===== config.mk =====
export PLATFORM = sky130hd
export DESIGN_NAME = serial_subtractor_flat
export DESIGN_NICKNAME = d
export VERILOG_FILES = /design/src/rtl/serial_subtractor_if.sv /design/src/rtl/serial_subtractor.sv /design/src/flat_wrapper.sv
export SDC_FILE = /design/constraint.sdc
export NUM_CORES = 1
export LEC_CHECK = 0
export BUFFER_PORTS_ARGS = -buffer_cell sky130_fd_sc_hd__buf_2
export CAP_MARGIN = 5
export CORE_UTILIZATION = 50
export CTS_BUF_LIST = sky130_fd_sc_hd__clkbuf_16
export DETAILED_ROUTE_END_ITERATION = 8
export GPL_TIMING_DRIVEN = 0
export PLACE_DENSITY_LB_ADDON = 0.1
export SLEW_MARGIN = 5
export SYNTH_ARGS = -nofsm -noshare
export SYNTH_HDL_FRONTEND = slang
export SYNTH_SLANG_ARGS = --single-unit

===== constraint.sdc =====
create_clock -name clk -period 1.4 [get_ports clk]
set_input_delay 0.35 -clock clk [delete_from_list [all_inputs] [get_ports clk]]
set_output_delay 0.35 -clock clk [all_outputs]
set_load 0.1 [all_outputs]

===== src/rtl/serial_subtractor_if.sv =====
// rtl/serial_subtractor_if.sv - operand/result handshake bundle for serial_subtractor
// The ovf signal exists only when SERIAL_SUB_OVF_EN is defined.
interface serial_subtractor_if #(
  parameter int WIDTH = 8
);
  logic             in_valid;
  logic             in_ready;
  logic [WIDTH-1:0] a;
  logic [WIDTH-1:0] b;
  logic             bin;
  logic             out_valid;
  logic             out_ready;
  logic [WIDTH-1:0] diff;
  logic             bout;
`ifdef SERIAL_SUB_OVF_EN
  logic             ovf;
`endif

  modport slave (
    input  in_valid, a, b, bin, out_ready,
    output in_ready, out_valid, diff, bout
`ifdef SERIAL_SUB_OVF_EN
    , ovf
`endif
  );

  modport master (
    output in_valid, a, b, bin, out_ready,
    input  in_ready, out_valid, diff, bout
`ifdef SERIAL_SUB_OVF_EN
    , ovf
`endif
  );
endinterface


===== src/rtl/serial_subtractor.sv =====
// rtl/serial_subtractor.sv - bit-serial a - b - bin, LSB first, one full-subtractor cell
// Optional signed-overflow flag enabled by defining SERIAL_SUB_OVF_EN.
module serial_subtractor #(
  parameter int WIDTH = 8
) (
  input  logic               clk,
  input  logic               rst_n,
  serial_subtractor_if.slave io
);
  localparam int CW = (WIDTH > 1) ? $clog2(WIDTH) : 1;
  localparam logic [CW-1:0] LAST = CW'(WIDTH - 1);

  typedef enum logic [1:0] {
    IDLE  = 2'd0,
    SHIFT = 2'd1,
    DONE  = 2'd2
  } state_t;

  state_t           state;
  state_t           state_nxt;
  logic [WIDTH-1:0] a_sr;
  logic [WIDTH-1:0] b_sr;
  logic [WIDTH-1:0] diff_q;
  logic             borrow;
  logic             bout_q;
  logic [CW-1:0]    cnt;
  logic             cell_d;
  logic             cell_bo;
  logic             accept;
  logic             last_bit;

  assign cell_d   = a_sr[0] ^ b_sr[0] ^ borrow;
  assign cell_bo  = (~a_sr[0] & b_sr[0]) | (~(a_sr[0] ^ b_sr[0]) & borrow);
  assign accept   = (state == IDLE) & io.in_valid;
  assign last_bit = (state == SHIFT) & (cnt == LAST);

  always_ff @(posedge clk or negedge rst_n) begin
    if (!rst_n) state <= IDLE;
    else        state <= state_nxt;
  end

  always_comb begin
    state_nxt = state;
    case (state)
      IDLE:    if (io.in_valid) state_nxt = SHIFT;
      SHIFT:   if (cnt == LAST) state_nxt = DONE;
      DONE:    if (io.out_ready) state_nxt = IDLE;
      default: state_nxt = IDLE;
    endcase
  end

  always_comb begin
    io.in_ready  = (state == IDLE);
    io.out_valid = (state == DONE);
  end

  // Difference bits enter at the MSB so that after WIDTH shifts bit 0 sits at diff[0].
  always_ff @(posedge clk or negedge rst_n) begin
    if (!rst_n) begin
      a_sr   <= '0;
      b_sr   <= '0;
      diff_q <= '0;
      borrow <= 1'b0;
      bout_q <= 1'b0;
      cnt    <= '0;
    end else if (accept) begin
      a_sr   <= io.a;
      b_sr   <= io.b;
      borrow <= io.bin;
      cnt    <= '0;
    end else if (state == SHIFT) begin
      diff_q <= {cell_d, diff_q[WIDTH-1:1]};
      a_sr   <= a_sr >> 1;
      b_sr   <= b_sr >> 1;
      borrow <= cell_bo;
      if (last_bit) bout_q <= cell_bo;
      else          cnt    <= cnt + 1'b1;
    end
  end

  assign io.diff = diff_q;
  assign io.bout = bout_q;

`ifdef SERIAL_SUB_OVF_EN
  logic a_msb;
  logic b_msb;
  logic ovf_q;

  // On the last shift edge cell_d is the result MSB.
  always_ff @(posedge clk or negedge rst_n) begin
    if (!rst_n) begin
      a_msb <= 1'b0;
      b_msb <= 1'b0;
      ovf_q <= 1'b0;
    end else if (accept) begin
      a_msb <= io.a[WIDTH-1];
      b_msb <= io.b[WIDTH-1];
    end else if (last_bit) begin
      ovf_q <= (a_msb != b_msb) & (cell_d != a_msb);
    end
  end

  assign io.ovf = ovf_q;
`endif
endmodule


===== src/flat_wrapper.sv =====
// flat-port wrapper written by rule: the top's interface ports become plain ports
module serial_subtractor_flat 
#(
  parameter int WIDTH = 8
)
  (clk, rst_n, io_in_valid, io_a, io_b, io_bin, io_out_ready, io_in_ready, io_out_valid, io_diff, io_bout);
  serial_subtractor_if #(.WIDTH(WIDTH)) io_i ();
  input  logic clk;
  input  logic rst_n;
  input wire logic [$bits(io_i.in_valid)-1:0] io_in_valid;
  input wire logic [$bits(io_i.a)-1:0] io_a;
  input wire logic [$bits(io_i.b)-1:0] io_b;
  input wire logic [$bits(io_i.bin)-1:0] io_bin;
  input wire logic [$bits(io_i.out_ready)-1:0] io_out_ready;
  output wire logic [$bits(io_i.in_ready)-1:0] io_in_ready;
  output wire logic [$bits(io_i.out_valid)-1:0] io_out_valid;
  output wire logic [$bits(io_i.diff)-1:0] io_diff;
  output wire logic [$bits(io_i.bout)-1:0] io_bout;
  assign io_i.in_valid = io_in_valid;
  assign io_i.a = io_a;
  assign io_i.b = io_b;
  assign io_i.bin = io_bin;
  assign io_i.out_ready = io_out_ready;
  assign io_in_ready = io_i.in_ready;
  assign io_out_valid = io_i.out_valid;
  assign io_diff = io_i.diff;
  assign io_bout = io_i.bout;
  serial_subtractor #(.WIDTH(WIDTH)) u_core (.clk(clk), .rst_n(rst_n), .io(io_i));
endmodule

# After elaboration in Yosys (flattened, before gate mapping)
# Cells that the tools add are included.
# W data, S select, Z words.
[word_totals]
in_bits = 21
register_bits = 31
[classes]
eq_ne = 7
reduce_logical = 6
n_addsub = 1
bitwise_logic = 10
n_mux = 13
[ops]
columns = ["operator", "count"]
rows = [
  ["$mux W8", 4],
  ["$mux W3", 3],
  ["$mux W2", 3],
  ["$ne A2 B2 Y1 const B", 3],
  ["$pmux W2 S3", 1],
  ["$reduce_and A3 Y1", 2],
  ["$and A1 B1 Y1", 4],
  ["$reduce_and A2 Y1", 2],
  ["$add A3 B1 Y3 const B", 1],
  ["$eq A3 B3 Y1 const B", 1],
  ["$not A1 Y1", 3],
  ["$eq A2 B1 Y1 const B", 1],
  ["$eq A2 B2 Y1 const B", 1],
  ["$logic_not A2 Y1", 1],
  ["$mux W1", 2],
  ["$ne A2 B1 Y1 const B", 1],
  ["$reduce_bool A2 Y1", 1],
  ["$xor A1 B1 Y1", 2],
  ["$or A1 B1 Y1", 1],
]

# Depth between registers and ports, before layout
# Gate-level depths: netlist (run 1).
[depth]
word_depth = 6
ltp_mapped = 5

# Worst setup path after synthesis (run 1)
# OpenSTA, ideal clock, no wires.
[synth_path]
path_type = "register to output"
start = "register u_core.state[1]"
end = "output port io_out_valid"
stages_incl_launch_ff = 5
arrival_time_ns = 1.961
path_slack_ns = -0.911
cell_sequence = "dfrtp_1 > buf_4 > inv_4 > buf_6 > nor2_1"
[synth_via]
elab_chain_cells = 1
[synth_lines]
columns = ["item", "line_no", "text"]
rows = [
  ["start, declared", "serial_subtractor.sv:19", "state_t state;"],
  ["start signal, assigned", "serial_subtractor.sv:39", "else state <= state_nxt;"],
  ["$eq A2 B2 Y1", "serial_subtractor.sv:54", "io.out_valid = (state == DONE);"],
  ["end, declared", "flat_wrapper.sv:16", "output wire logic [$bits(io_i.out_valid)-1:0] io_out_valid;"],
]
# Every way passes these cells.

# Final worst setup path (run 1)
[layout_path]
start = "register u_core.state[0]"
end = "output port io_in_ready"
[layout_via]
elab_chain_cells = 1
[layout_lines]
columns = ["item", "line_no", "text"]
rows = [
  ["$logic_not A2 Y1", "serial_subtractor.sv:53", "io.in_ready = (state == IDLE);"],
  ["end, declared", "flat_wrapper.sv:15", "output wire logic [$bits(io_i.in_ready)-1:0] io_in_ready;"],
]
# Every way passes these cells.

==> out/results.ini, run 1 <==
[worst_setup_path]
slowest_stage=dfrtp_2
critPathKind=reg -> out
worstSetupStartpointType=flop
arrival_ps=1150
crit_family=flip-flops
slowest_delay_ps=420
critPathBufInv=2
cp.required_ps=1050
critPathMaxFanout=4
cp_cell_sequence=buf_8, nor2_4, buf_12
cp-end-kind=output pin

[synthesis]
synth_area_leaders=dfrtp_1, o22ai_1, mux2_2, a2bb2oi_1, buf_6
synth_seq_cells=31
ys_types=31
yosys_warnings=0
syn-cell-area_um2=1440
syn_nets=141
ys_seq_area_share_pct=54.1
postSynthAreaPerCell_um2=12.3
async_reset_ff_share_pct=100
yosys.area.top_type=dfrtp_1
synth_edf_count=0
synth_flop_cell=dfrtp_1
post-synth-top-count-cell=dfrtp_1
synth_common_cells=dfrtp_1, o22ai_1, mux2_2, a21oi_1, a2bb2oi_1
netlist_instances=117
synth_top_area_share_pct=54.1

[timing]
period_needed_ps=1500
final-setup-viol-count=2
finalSetupTns_ps=-178
layout_setup_ws_ps=-99.7
holdWs_ps=113
worst_pin_slew_ps=686
hold_viol_final=0
post-route-period-util_pct=107
relSlewSlack_pct=54.3
rsz0062_at_grt=true
max_freq_ghz=0.667
fin_skew_ps=2.90
maxSlewViolCount=0

[power]
power_density_nw_per_um2=3020
p_total_mw=5.90
vdd_ir_drop_max_mv=2.78
p_leak_nw=0.890

[flow_run]
maxCapViolCount=0

[cells_and_area]
fin_util_pct=71.5
regArea_um2=777
fillers=204
multi_input_area_um2=627
diodes=0
drive_gt1_share_pct=46.3
fin_nets=185
area_growth_pct=36.3

[route]
ant_nets=0
num_vias=1119
post_drt_via_cell_ratio=5.80
drt-total-wl_mm=3.11
routedWlPerCell_um=16.1
top_layer=met4
drc=0
route.met2.wl_mm=1.56
wl_met3_um=118
dr.first_iter.drc_count=16
m1WireLength_mm=1.36
drtPass1Iterations=4

[clock_tree]
postCtsHoldBufs=0
cts_tree=built
cts-root-buf=clkbuf_16
clock_sinks=31
cts.htree.levels=2
numCtsBuffers=5
cts.clk_slew.worst_paths_ps=50
clock_latency_ps=270
clockBufferDepth=2

[floorplan]
start_util_pct=52.5
fp.dieW_um=55.6
rows=19
boundaryPins=32
fp.dieH_um=55.6
coreArea_um2=2730
die_area_um2=3090

[placement]
port_buffers=31
detailed_place_hpwl_mm=2.06
dp_slack_ps=-230
routabilityCongestion=0.775

[global_routing]
grt_pass1_wl_mm=5.22
first_global_vias=1151
grt_use_total_pct=22.4
antenna_found_initial=0
gr-total-overflow=0
grt_max_degree=32

[status]
violations=setup timing
outcome=finished with violations

[worst_hold_path]
hold_path_class=in -> async

layout by cell type, fill, tap and decap left out, drive strengths merged, types with 5 or more instances in the layout:
cell and instances:
mux2 8, nor2 6, inv 5, dfrtp 31, clkbuf 6, buf 43, a2bb2oi 7, o22ai 18
a21oi 7
worst reg2reg max path, stage by stage (launching register included):
cell and delay [ps]:
dfrtp_2 420, buf_4 130, buf_4 140, nand2b_4 100
buf_8 150, mux2_4 300
flip-flops by register name (all words and copies together) (netlist names):
signal          flops
u_core.b_sr         8
u_core.state        2
u_core.borrow       1
u_core.a_sr         8
u_core.io.diff      8
u_core.io.bout      1
u_core.cnt          3
stage by stage:
step / instances / area (um^2)
after floorplan: 117 / 1460
after global placement: 179 / 1650
after detailed placement: 179 / 1650
after CTS: 191 / 1900
after global routing: 193 / 1960
final: 193 / 1960
per-layer routing:
| layer | global-route usage [%] | vias to the layer above |
|---|---|---|
| met3 | 7.21 | 6 |
| met5 | 0 | - |
| met1 | 27.1 | 550 |
| met4 | 9.64 | 0 |
| li1 | - | 539 |
| met2 | 36.7 | 24 |
power breakdown:
part	total (mW)	internal [mW]	switching, mW	leakage (nW)
Clock	1.19	0.827	0.361	0.0812
Combinational	3.08	1.18	1.90	0.439
Sequential	1.63	1.33	0.299	0.370
area by class of cell:
type                            count  share of cell area, %
Buffer                              6                   3.20
Sequential cell                    31                   39.7
Clock buffer                        5                   6.40
Clock inverter                      3                   1.98
Tap cell                           31                   1.98
Inverter                            5                   1.47
Timing Repair Buffer               38                   13.2
Multi-Input combinational cell     74                   32.1
timing repair:
item / 4_1_cts / 5_1_grt
setup endpoints to repair: 9 / 6
resized for setup: 18 / 11
setup buffers: 5 / 2
pin swaps: 1 / 1
worst paths after layout:
check | startpoint | cells past startpoint | slack [ps] | endpoint
worst max-delay path | u_core.state[0]$_DFFE_PN0P_ | 3 | -100 | io_in_ready
worst min-delay path | rst_n | 1 | 110 | u_core.cnt[0]$_DFFE_PN0P_
max in group asynchronous | rst_n | 1 | 790 | u_core.state[0]$_DFFE_PN0P_
worst min register to register | u_core.io.bout$_DFFE_PN0P_ | 2 | 470 | u_core.io.bout$_DFFE_PN0P_
min in group clk | io_out_ready | 2 | 260 | u_core.state[1]$_DFFE_PN0P_
worst max register to register | u_core.state[0]$_DFFE_PN0P_ | 5 | 40 | u_core.io.diff[6]$_DFFE_PN0P_
cells by family (layout without fill, tap and decap cells):
group | count (synthesis) | in the layout | share of synthesized area (%)
fa+ha+maj | 3 | 3 | 3.14
buf+inv | 12 | 57 | 6.02
simple gates | 17 | 17 | 7.85
compound gates | 46 | 46 | 22.7
flops | 31 | 31 | 54.1
mux | 8 | 8 | 6.28
(Power assumes the default switching activity.)
==> run 2: changes to the inputs <==
==> constraint.sdc (replaced) <==
create_clock -name clk -period 1.6 [get_ports clk]
set_input_delay 0.4 -clock clk [delete_from_list [all_inputs] [get_ports clk]]
set_output_delay 0.4 -clock clk [all_outputs]
set_load 0.1 [all_outputs]
==> out/results.ini, run 2 (synthesis gave the netlist of run 1 again) <==
[clock_tree]
cts.htree.levels=2  ; unchanged
clockBufferDepth=2  ; unchanged
clock_latency_ps=280  ; about the same
cts.clk_slew.worst_paths_ps=50  ; about the same
cts-root-buf=clkbuf_16
numCtsBuffers=5  ; unchanged
postCtsHoldBufs=0  ; unchanged
cts_tree=built
clock_sinks=31  ; unchanged

[worst_setup_path]
cp.required_ps=1200  ; +150 ps
reg2reg_from=u_core.cnt[0]$_DFFE_PN0P_
slowest_delay_ps=380  ; -40 ps
arrival_ps=1220  ; +70 ps
critPathKind=reg -> out
crit_top_cell=buf_12
crit_start=u_core.state[1]$_DFFE_PN0P_
cp-end-kind=output pin
slowest_stage=dfrtp_1
critPathMaxFanout=3  ; -1
cp_cell_sequence=buf_6, buf_12, nor2_4, buf_12
worstSetupStartpointType=flop

[global_routing]
grt_max_degree=32  ; unchanged
antenna_found_initial=0  ; unchanged
grt_use_total_pct=24.0  ; +1.6 points
first_global_vias=1224  ; +6.3%
grt_pass1_wl_mm=5.44  ; +4.4%
gr-total-overflow=0  ; unchanged

[cells_and_area]
diodes=0  ; unchanged
regArea_um2=776  ; -0.16%
multi_input_area_um2=588  ; -6.2%
fin_cells=190  ; -1.6%
fillers=220  ; +7.8%
drive_gt1_share_pct=41.5  ; -4.8 points
area_growth_pct=30.5
fin_nets=182  ; -1.6%
layout_common_cells=buf_2, dfrtp_1, o22ai_1

[route]
dr.first_iter.drc_count=29  ; +13
ant_nets=0  ; unchanged
routedWlPerCell_um=16.7  ; +3.4%
drtPass1Iterations=4  ; unchanged
post_drt_via_cell_ratio=5.98  ; +3.1%
drt-total-wl_mm=3.17  ; +1.8%
drc=0  ; unchanged
num_vias=1136  ; +1.5%

[flow_run]
maxCapViolCount=0  ; unchanged

[timing]
layout_setup_ws_ps=-20.0  ; +79.7 ps
period_needed_ps=1620
holdWs_ps=173  ; +59.6 ps
hold_viol_final=0  ; unchanged
maxSlewViolCount=0  ; unchanged
relSlewSlack_pct=52.5  ; -1.8 points
post-route-period-util_pct=101
fin_skew_ps=3.13  ; +0.230 ps
rsz0062_at_grt=true
worst_pin_slew_ps=712  ; +26.8 ps
max_freq_ghz=0.617
final-setup-viol-count=1  ; -1

[power]
power_density_nw_per_um2=2640  ; -12%
p_leak_nw=0.853  ; -4.3%
switching_power_mw=2.21  ; -14%
clkPwrFrac_pct=21.4  ; +1.3 points
switching_share_pct=44.6  ; +1.1 points
seq_power_share_pct=28.5  ; +0.8 points
p_int_mw=2.74  ; -18%
vdd_ir_drop_max_mv=2.17  ; -22%
combPwrFrac_pct=50.1  ; -2.1 points

[floorplan]
rows=19  ; unchanged
fp.dieH_um=55.6  ; unchanged
die_area_um2=3090  ; unchanged
boundaryPins=32  ; unchanged
fp.dieW_um=55.6  ; unchanged
start_util_pct=52.5  ; unchanged
coreArea_um2=2730  ; unchanged

[placement]
port_buffers=31  ; unchanged
routabilityCongestion=0.789  ; +1.8%
dp_slack_ps=-89.9  ; +140 ps
detailed_place_hpwl_mm=2.06  ; +0.27%
dp.cells=179  ; unchanged

[status]
outcome=finished with violations
violations=setup timing

[worst_hold_path]
hold_path_class=in -> async

run 2: changes by cell type in the layout (fill, tap and decap cells not counted), sizes merged:
cell    delta
buf        -2
clkbuf     -1
run 2: path summary, 6_finish.rpt:
check                                                end  slack (ps)  cells past startpoint
max reg2reg                    u_core.cnt[1]$_DFFE_PN0P_         210                      5
max in group asynchronous      u_core.cnt[1]$_DFFE_PN0P_         970                      1
min in group clk             u_core.state[1]$_DFFE_PN0P_         290                      2
min reg2reg                u_core.io.diff[0]$_DFFE_PN0P_         500                      1
max                                          io_in_ready         -20                      4
min                        u_core.io.diff[1]$_DFFE_PN0P_         170                      1
run 2: routing by layer:
layer  up-vias  GRT usage [%]  wire length, um
met1       556           25.6             1280
met2        40           41.3             1640
met3         8           9.07              172
li1        532              -                -
met4         0           12.1               76
met5         -              0                0
run 2: repair_timing:
action / in CTS / in global routing
buffers inserted: 4 / 0
gates resized for setup: 9 / 0
endpoints found under the setup margin: 2 / 2
run 2: stage by stage:
step / area, um^2 / power, mW / setup TNS (ps) / util, %
detailed placement: 1640 / 3.81 / -89.9 / 60.1
CTS: 1870 / 4.98 / -25.7 / 68.5
global route: 1870 / 5.19 / -102 / 68.5
floorplan: 1450 / 3.38 / 0 / -
global placement: 1640 / 3.72 / -72.4 / 60.1
finish: 1870 / 4.95 / -20.0 / 68.5
run 2: layout make-up:
cell class	instances	share of cell area, %
plain buffers	6	2.94
clock buffers	5	6.68
clock inverters	3	2.07
inverters	5	1.27
multi-input cells	74	31.4
flip-flops and latches	31	41.4
well taps	31	2.07
repair buffers	35	12.2
run 2: power groups by stage:
stage,logic (mW),clock network [mW],registers (mW)
finish,2.48,1.06,1.41
detailed placement,2.39,0,1.42
CTS,2.49,1.07,1.41
global route,2.63,1.10,1.46
floorplan,1.17,0,2.21
global placement,2.33,0,1.40
run 2: worst max-delay path, delay by kind of cell (launching register included):
kind	cells	cell delay, ps
DFF	1	380
and+or+nand+nor	1	110
buffers and inverters	3	440
